$ cat src/rtl/mem_copy_engine.sv
// mem_copy_engine: copies word_count 32-bit words from src_addr to dst_addr, one word at a time, in ascending order.
// Latency: 2N+1 cycles from the first non-IDLE cycle to DONE inclusive (3N+1 with COPY_VERIFY_EN); a count of 0 goes straight to DONE.
// Backpressure: none; the memory answers reads in the same cycle, and start is ignored while busy.
// Optional feature macro: COPY_VERIFY_EN adds a read-back VERIFY state after each write and a sticky error flag.
module mem_copy_engine #(
  parameter int RAM_SIZE_BIT = 8,
  parameter int CNT_W        = 9
) (
  input  logic             clk,
  input  logic             reset,
  input  logic             start,
  input  logic [31:0]      src_addr,
  input  logic [31:0]      dst_addr,
  input  logic [CNT_W-1:0] word_count,
  output logic             busy,
  output logic             done,
  output logic             error,
  output logic [31:0]      Address,
  output logic [31:0]      Write_data,
  output logic             MemRead,
  output logic             MemWrite,
  input  logic [31:0]      Mem_data
);

  // Number of words the attached memory decodes; a copy longer than this would lap itself.
  localparam int unsigned MEM_WORDS = 32'd1 << RAM_SIZE_BIT;

`ifdef COPY_VERIFY_EN
  typedef enum logic [2:0] {
    S_IDLE   = 3'd0,
    S_READ   = 3'd1,
    S_WRITE  = 3'd2,
    S_VERIFY = 3'd3,
    S_DONE   = 3'd4
  } state_t;
`else
  typedef enum logic [2:0] {
    S_IDLE  = 3'd0,
    S_READ  = 3'd1,
    S_WRITE = 3'd2,
    S_DONE  = 3'd4
  } state_t;
`endif

  state_t           state_q;
  state_t           state_d;
  logic [31:0]      src_q;
  logic [31:0]      dst_q;
  logic [CNT_W-1:0] cnt_q;
  logic [31:0]      data_q;
  logic             armed_q;
  logic             accept;
  logic             step;
  logic             last_word;

  // A start is taken only in IDLE and only once an edge has passed since reset release.
  assign accept    = (state_q == S_IDLE) && start && armed_q;
  assign last_word = (cnt_q == CNT_W'(1));

`ifdef COPY_VERIFY_EN
  // Addresses advance only after the written word has been read back.
  assign step = (state_q == S_VERIFY);
`else
  assign step = (state_q == S_WRITE);
`endif

  // State register.
  always_ff @(posedge clk or negedge reset) begin
    if (!reset) begin
      state_q <= S_IDLE;
    end else begin
      state_q <= state_d;
    end
  end

  // Arms start acceptance one edge after reset deassertion.
  always_ff @(posedge clk or negedge reset) begin
    if (!reset) begin
      armed_q <= 1'b0;
    end else begin
      armed_q <= 1'b1;
    end
  end

  // Copy context: word-aligned addresses, remaining count and the word in flight.
  always_ff @(posedge clk or negedge reset) begin
    if (!reset) begin
      src_q  <= '0;
      dst_q  <= '0;
      cnt_q  <= '0;
      data_q <= '0;
    end else begin
      if (accept) begin
        src_q <= src_addr & ~32'h3;
        dst_q <= dst_addr & ~32'h3;
        cnt_q <= word_count;
      end else if (step) begin
        // Plain 32-bit arithmetic: addresses wrap modulo 2^32 and the memory wraps on its own decode.
        src_q <= src_q + 32'd4;
        dst_q <= dst_q + 32'd4;
        cnt_q <= cnt_q - CNT_W'(1);
      end
      if (state_q == S_READ) begin
        data_q <= Mem_data;
      end
    end
  end

`ifdef COPY_VERIFY_EN
  logic error_q;

  // Sticky read-back mismatch flag, cleared only by the next accepted start.
  always_ff @(posedge clk or negedge reset) begin
    if (!reset) begin
      error_q <= 1'b0;
    end else if (accept) begin
      error_q <= 1'b0;
    end else if ((state_q == S_VERIFY) && (Mem_data != data_q)) begin
      error_q <= 1'b1;
    end
  end

  assign error = error_q;
`else
  assign error = 1'b0;
`endif

  // Next-state and memory-bus decode; the bus is idle (all zero) in IDLE and DONE.
  always_comb begin
    state_d    = state_q;
    busy       = 1'b1;
    done       = 1'b0;
    MemRead    = 1'b0;
    MemWrite   = 1'b0;
    Address    = 32'd0;
    Write_data = 32'd0;
    case (state_q)
      S_IDLE: begin
        busy = 1'b0;
        if (accept) begin
          state_d = (word_count == '0) ? S_DONE : S_READ;
        end
      end
      S_READ: begin
        MemRead = 1'b1;
        Address = src_q;
        state_d = S_WRITE;
      end
      S_WRITE: begin
        MemWrite   = 1'b1;
        Address    = dst_q;
        Write_data = data_q;
`ifdef COPY_VERIFY_EN
        state_d = S_VERIFY;
`else
        state_d = last_word ? S_DONE : S_READ;
`endif
      end
`ifdef COPY_VERIFY_EN
      S_VERIFY: begin
        MemRead = 1'b1;
        Address = dst_q;
        state_d = last_word ? S_DONE : S_READ;
      end
`endif
      S_DONE: begin
        done    = 1'b1;
        state_d = S_IDLE;
      end
      default: begin
        busy    = 1'b0;
        state_d = S_IDLE;
      end
    endcase
  end

  // The memory port is single-ported: reading and writing together would be a bus conflict.
  a_bus_exclusive: assert property (@(posedge clk) disable iff (!reset) !(MemRead && MemWrite));

  // A copy longer than the memory would overwrite its own source words.
  a_count_fits: assert property (@(posedge clk) disable iff (!reset)
                                 accept |-> (32'(word_count) <= MEM_WORDS));

endmodule
$ cat config.mk
export PLATFORM = sky130hd
export DESIGN_NAME = mem_copy_engine
export DESIGN_NICKNAME = d
export VERILOG_FILES = /design/src/rtl/mem_copy_engine.sv
export SDC_FILE = /design/constraint.sdc
export NUM_CORES = 1
export LEC_CHECK = 0
export ABC_CLOCK_PERIOD_IN_PS = 3100
export BUFFER_PORTS_ARGS = -buffer_cell sky130_fd_sc_hd__buf_4
export CAP_MARGIN = 40
export CORE_MARGIN = 2
export CORE_UTILIZATION = 50
export DETAILED_ROUTE_END_ITERATION = 8
export MAX_ROUTING_LAYER = met4
export PLACE_DENSITY_LB_ADDON = 0.12
export SLEW_MARGIN = 20
export SYNTH_ARGS = -nofsm -noshare
export SYNTH_HDL_FRONTEND = slang
export SYNTH_SLANG_ARGS = --single-unit
$ cat constraint.sdc
create_clock -name clk -period 3.1 [get_ports clk]
set_clock_uncertainty 0.1 [all_clocks]
set_input_delay 0.62 -clock clk [delete_from_list [all_inputs] [get_ports clk]]
set_output_delay 0.62 -clock clk [all_outputs]
set_load 0.005 [all_outputs]
==> tab_implementation.tex <==
\begin{tabular}{lr}
\hline
Metric & Value \\
\hline
\multicolumn{2}{l}{\textbf{Yosys}} \\
Number of instances in the synthesized netlist & 599 \\
Synthesis-stage register bit count & 105 \\
Cell area after synthesis & 5780 um\^{}2 \\
Post-synth EDFFs & 0 \\
Async S/R FF share, synth & 1.00 \\
Portion of the post-synthesis area used by sequential elements & 0.455 \\
Leading register cell type out of synthesis & sky130\_fd\_sc\_hd\_\_dfrtp\_1 \\
Number of warning messages in the yosys log & 0 \\
Unique masters post-synth & 50 \\
Syn Area/Cell & 9.65 um\^{}2 \\
\multicolumn{2}{l}{\textbf{Detailed routing}} \\
Number of violations reported at the end of detailed-routing iteration 0 & 357 \\
Sum of routed wire length over all layers & 15900 um \\
Detail Route Antenna Nets & 0 \\
Via count of the routed design & 5179 \\
Average detailed-routed wire length per instance & 17.6 um \\
Via-to-Cell Ratio & 5.74 \\
Drt drc & 0 \\
Count of TritonRoute iterations in the first routing pass & 5 \\
\multicolumn{2}{l}{\textbf{Timing}} \\
Final period utilization & 0.958 \\
Final count of pins violating max slew & 0 \\
Number of hold-slack violations in the final timing report & 0 \\
Max Clk Rate & 337 MHz \\
Measured slew at the worst slew-check pin & 0.713 ns \\
RSZ-0062 raised after global routing & false \\
\# setup viols final & 0 \\
Total Negative Setup Slacks & 0 ns \\
Relative slew slack & 0.520 \\
Fin crit period & 2.97 ns \\
\multicolumn{2}{l}{\textbf{Clock tree}} \\
Buffers inserted during post-CTS setup optimization & 0 \\
Hold-fix buffers, CTS & 0 \\
Number of gates resized after cts & 0 \\
Clock tree sinks & 105 \\
Max Root-Sink Buffers & 2 \\
Clock-pin slew reported for the worst setup and hold paths after clock tree synthesis & 0.07 ns \\
Root cell of the clock tree & sky130\_fd\_sc\_hd\_\_clkbuf\_16 \\
CTS tree & done \\
Number of H-tree levels & 3 \\
Total clock buffers created by CTS & 9 \\
Clock latency of the later-clocked register in the worst-skew pair & 0.35 ns \\
\multicolumn{2}{l}{\textbf{Outcome}} \\
Run status & completed \\
\multicolumn{2}{l}{\textbf{Flow run}} \\
\# Max-Cap Violations & 0 \\
\multicolumn{2}{l}{\textbf{GRT}} \\
Number of antenna violations at the first check in global routing & 1 \\
Total Routing Usage GR & 0.271 \\
Via count of the first global-routing pass & 5261 \\
Largest net degree at the start of global routing & 86 \\
Total grt overflow & 0 \\
First-pass GRT wire length & 26300 um \\
\multicolumn{2}{l}{\textbf{Floorplan}} \\
Core Box Area & 11400 um\^{}2 \\
Horizontal die dimension & 112 um \\
Die height & 112 um \\
Area of the die & 12400 um\^{}2 \\
Number of top-level pins & 177 \\
Starting Density & 0.508 \\
Std cell rows & 39 \\
\multicolumn{2}{l}{\textbf{Finish}} \\
Area occupied by multi-input gates & 2980 um\^{}2 \\
Layout net count & 868 \\
Sequential cell area & 2630 um\^{}2 \\
Synth-to-Final Area Change & 29.7\% \\
Fraction of layout cells with a size suffix above 1 & 0.319 \\
Count of fill cells added during filler insertion & 945 \\
Most common library cell in the layout ignoring fill and taps & sky130\_fd\_sc\_hd\_\_buf\_4 \\
Highest-count cells in the layout ignoring fill and taps & sky130\_fd\_sc\_hd\_\_buf\_4, sky130\_fd\_sc\_hd\_\_dfrtp\_1, sky130\_fd\_sc\_hd\_\_nand2\_1, sky130\_fd\_sc\_hd\_\_o21ai\_0, sky130\_fd\_sc\_hd\_\_xor2\_1 \\
\multicolumn{2}{l}{\textbf{Pwr}} \\
IR Drop Worst-Case VDD & 0.260 mV \\
Power consumption & 2.74 mW \\
Cell area power density & 365 nW/um\^{}2 \\
Reported leakage power & 3.20 nW \\
\multicolumn{2}{l}{\textbf{Worst setup path}} \\
FF-to-FF Start & state\_q[1]\$\_DFFE\_PN0P\_ \\
End of the worst register-to-register path & src\_q[12]\$\_DFFE\_PN0P\_ \\
Max Fanout on Critical Path & 34 \\
Type of element capturing the critical path & output pin \\
Data required time at the worst endpoint & 2.38 ns \\
Startpoint types & flip-flop \\
Register-to-register setup slack & 0.53 ns \\
Cell count of the worst reg-to-reg path & 6 \\
Critical path arrival & 2.25 ns \\
Crit path kind & flip-flop to output pin \\
\multicolumn{2}{l}{\textbf{Worst hold path}} \\
Type of the tightest min-delay check & input port to asynchronous set/reset pin \\
\multicolumn{2}{l}{\textbf{Placement}} \\
Input/output buffers & 169 \\
HPWL after detailed placement & 11700 um \\
Final weighted congestion of routability-driven global placement & 0.938 \\
\hline
\end{tabular}
## synthesized netlist by cell type, drive strengths merged, types with 2 or more instances
master,count,share of area
o311ai,2,0.0030
nor2,28,0.018
a21oi,13,0.011
a211oi,4,0.0052
or4,2,0.0032
o21ai,48,0.042
a221o,4,0.0069
and4,4,0.0061
nand4,26,0.028
xnor2,9,0.014
conb,2,0.0013
nor3,16,0.015
or3,3,0.0032
o211ai,2,0.0026
and2,35,0.038
buf,18,0.017
ha,4,0.0087
nor4,11,0.021
dfrtp,105,0.45
nand2,76,0.049
a22o,29,0.044
and3,14,0.015
nor3b,6,0.0087
clkbuf,19,0.012
xor2,38,0.058
mux2,33,0.064
a22oi,4,0.0052
nand3,23,0.021
a311oi,3,0.0045
inv,7,0.0045
## layer usage
layer	share of wire	vias to the layer above	track usage
li1	-	2463	-
met1	0.42	2498	0.346
met2	0.49	190	0.430
met3	0.069	28	0.0566
met4	0.024	0	0.101
met5	0	-	-
## power by group
group          total (mW)  switching, mW  internal (mW)
combinational       0.208         0.0729          0.135
clock                1.13          0.495          0.635
sequential           1.40        0.00921           1.39
## flip-flops by register name (all words and copies together) (netlist names)
name / count
cnt_q: 9
armed_q: 1
data_q: 32
state_q: 3
dst_q: 30
src_q: 30
## through the flow
step | std cells | hold WS, ns | setup slack [ns] | instance area (um^2) | utilization
floorplan | 601 | 0.224 | 0.571 | 5790 | -
global placement | 887 | 0.382 | 0.541 | 7200 | 0.633
detailed placement | 888 | 0.387 | 0.513 | 7210 | 0.634
CTS | 902 | 0.182 | 0.130 | 7500 | 0.659
global route | 903 | 0.198 | 0.0337 | 7500 | 0.660
finish | 903 | 0.147 | 0.129 | 7500 | 0.660
## worst max path at each step
stage	end	start	depth (start not counted)	slack (ns)
2_1_floorplan	Write_data[10]	state_q[0]$_DFFE_PN0P_	7	0.57
3_3_place_gp	Address[9]	state_q[1]$_DFFE_PN0P_	5	0.54
3_5_place_dp	Address[9]	state_q[1]$_DFFE_PN0P_	5	0.51
4_1_cts	Address[9]	state_q[1]$_DFFE_PN0P_	5	0.13
5_1_grt	Address[9]	state_q[1]$_DFFE_PN0P_	5	0.03
6_report	Address[9]	state_q[1]$_DFFE_PN0P_	5	0.13
## worst max-delay path, stage by stage, from the launching register on
cell,delay [ns]
sky130_fd_sc_hd__dfrtp_1,0.55
sky130_fd_sc_hd__or3b_4,0.54
sky130_fd_sc_hd__inv_2,0.11
sky130_fd_sc_hd__buf_4,0.33
sky130_fd_sc_hd__a22o_1,0.24
sky130_fd_sc_hd__buf_4,0.13
## kinds of logic after synthesis
family	after synthesis	share of synthesized area
adder cells (fa/ha/maj)	4	0.00866
multiplexers	33	0.0643
XOR/XNOR	47	0.0712
flip-flops	105	0.455
AO/OA/AOI/OAI	116	0.134
buffers and inverters	44	0.0336
AND/OR/NAND/NOR	248	0.232
other	2	0.00130
## final cells by class
cell class	count	share of cell area
sequential	105	0.350
clock buffer	10	0.0319
tap	143	0.0239
multi-input combinational	452	0.397
antenna	1	0.000334
clock inverter	4	0.00601
inverter	7	0.00350
timing repair buffer	181	0.187
(Power assumes the default switching activity.)
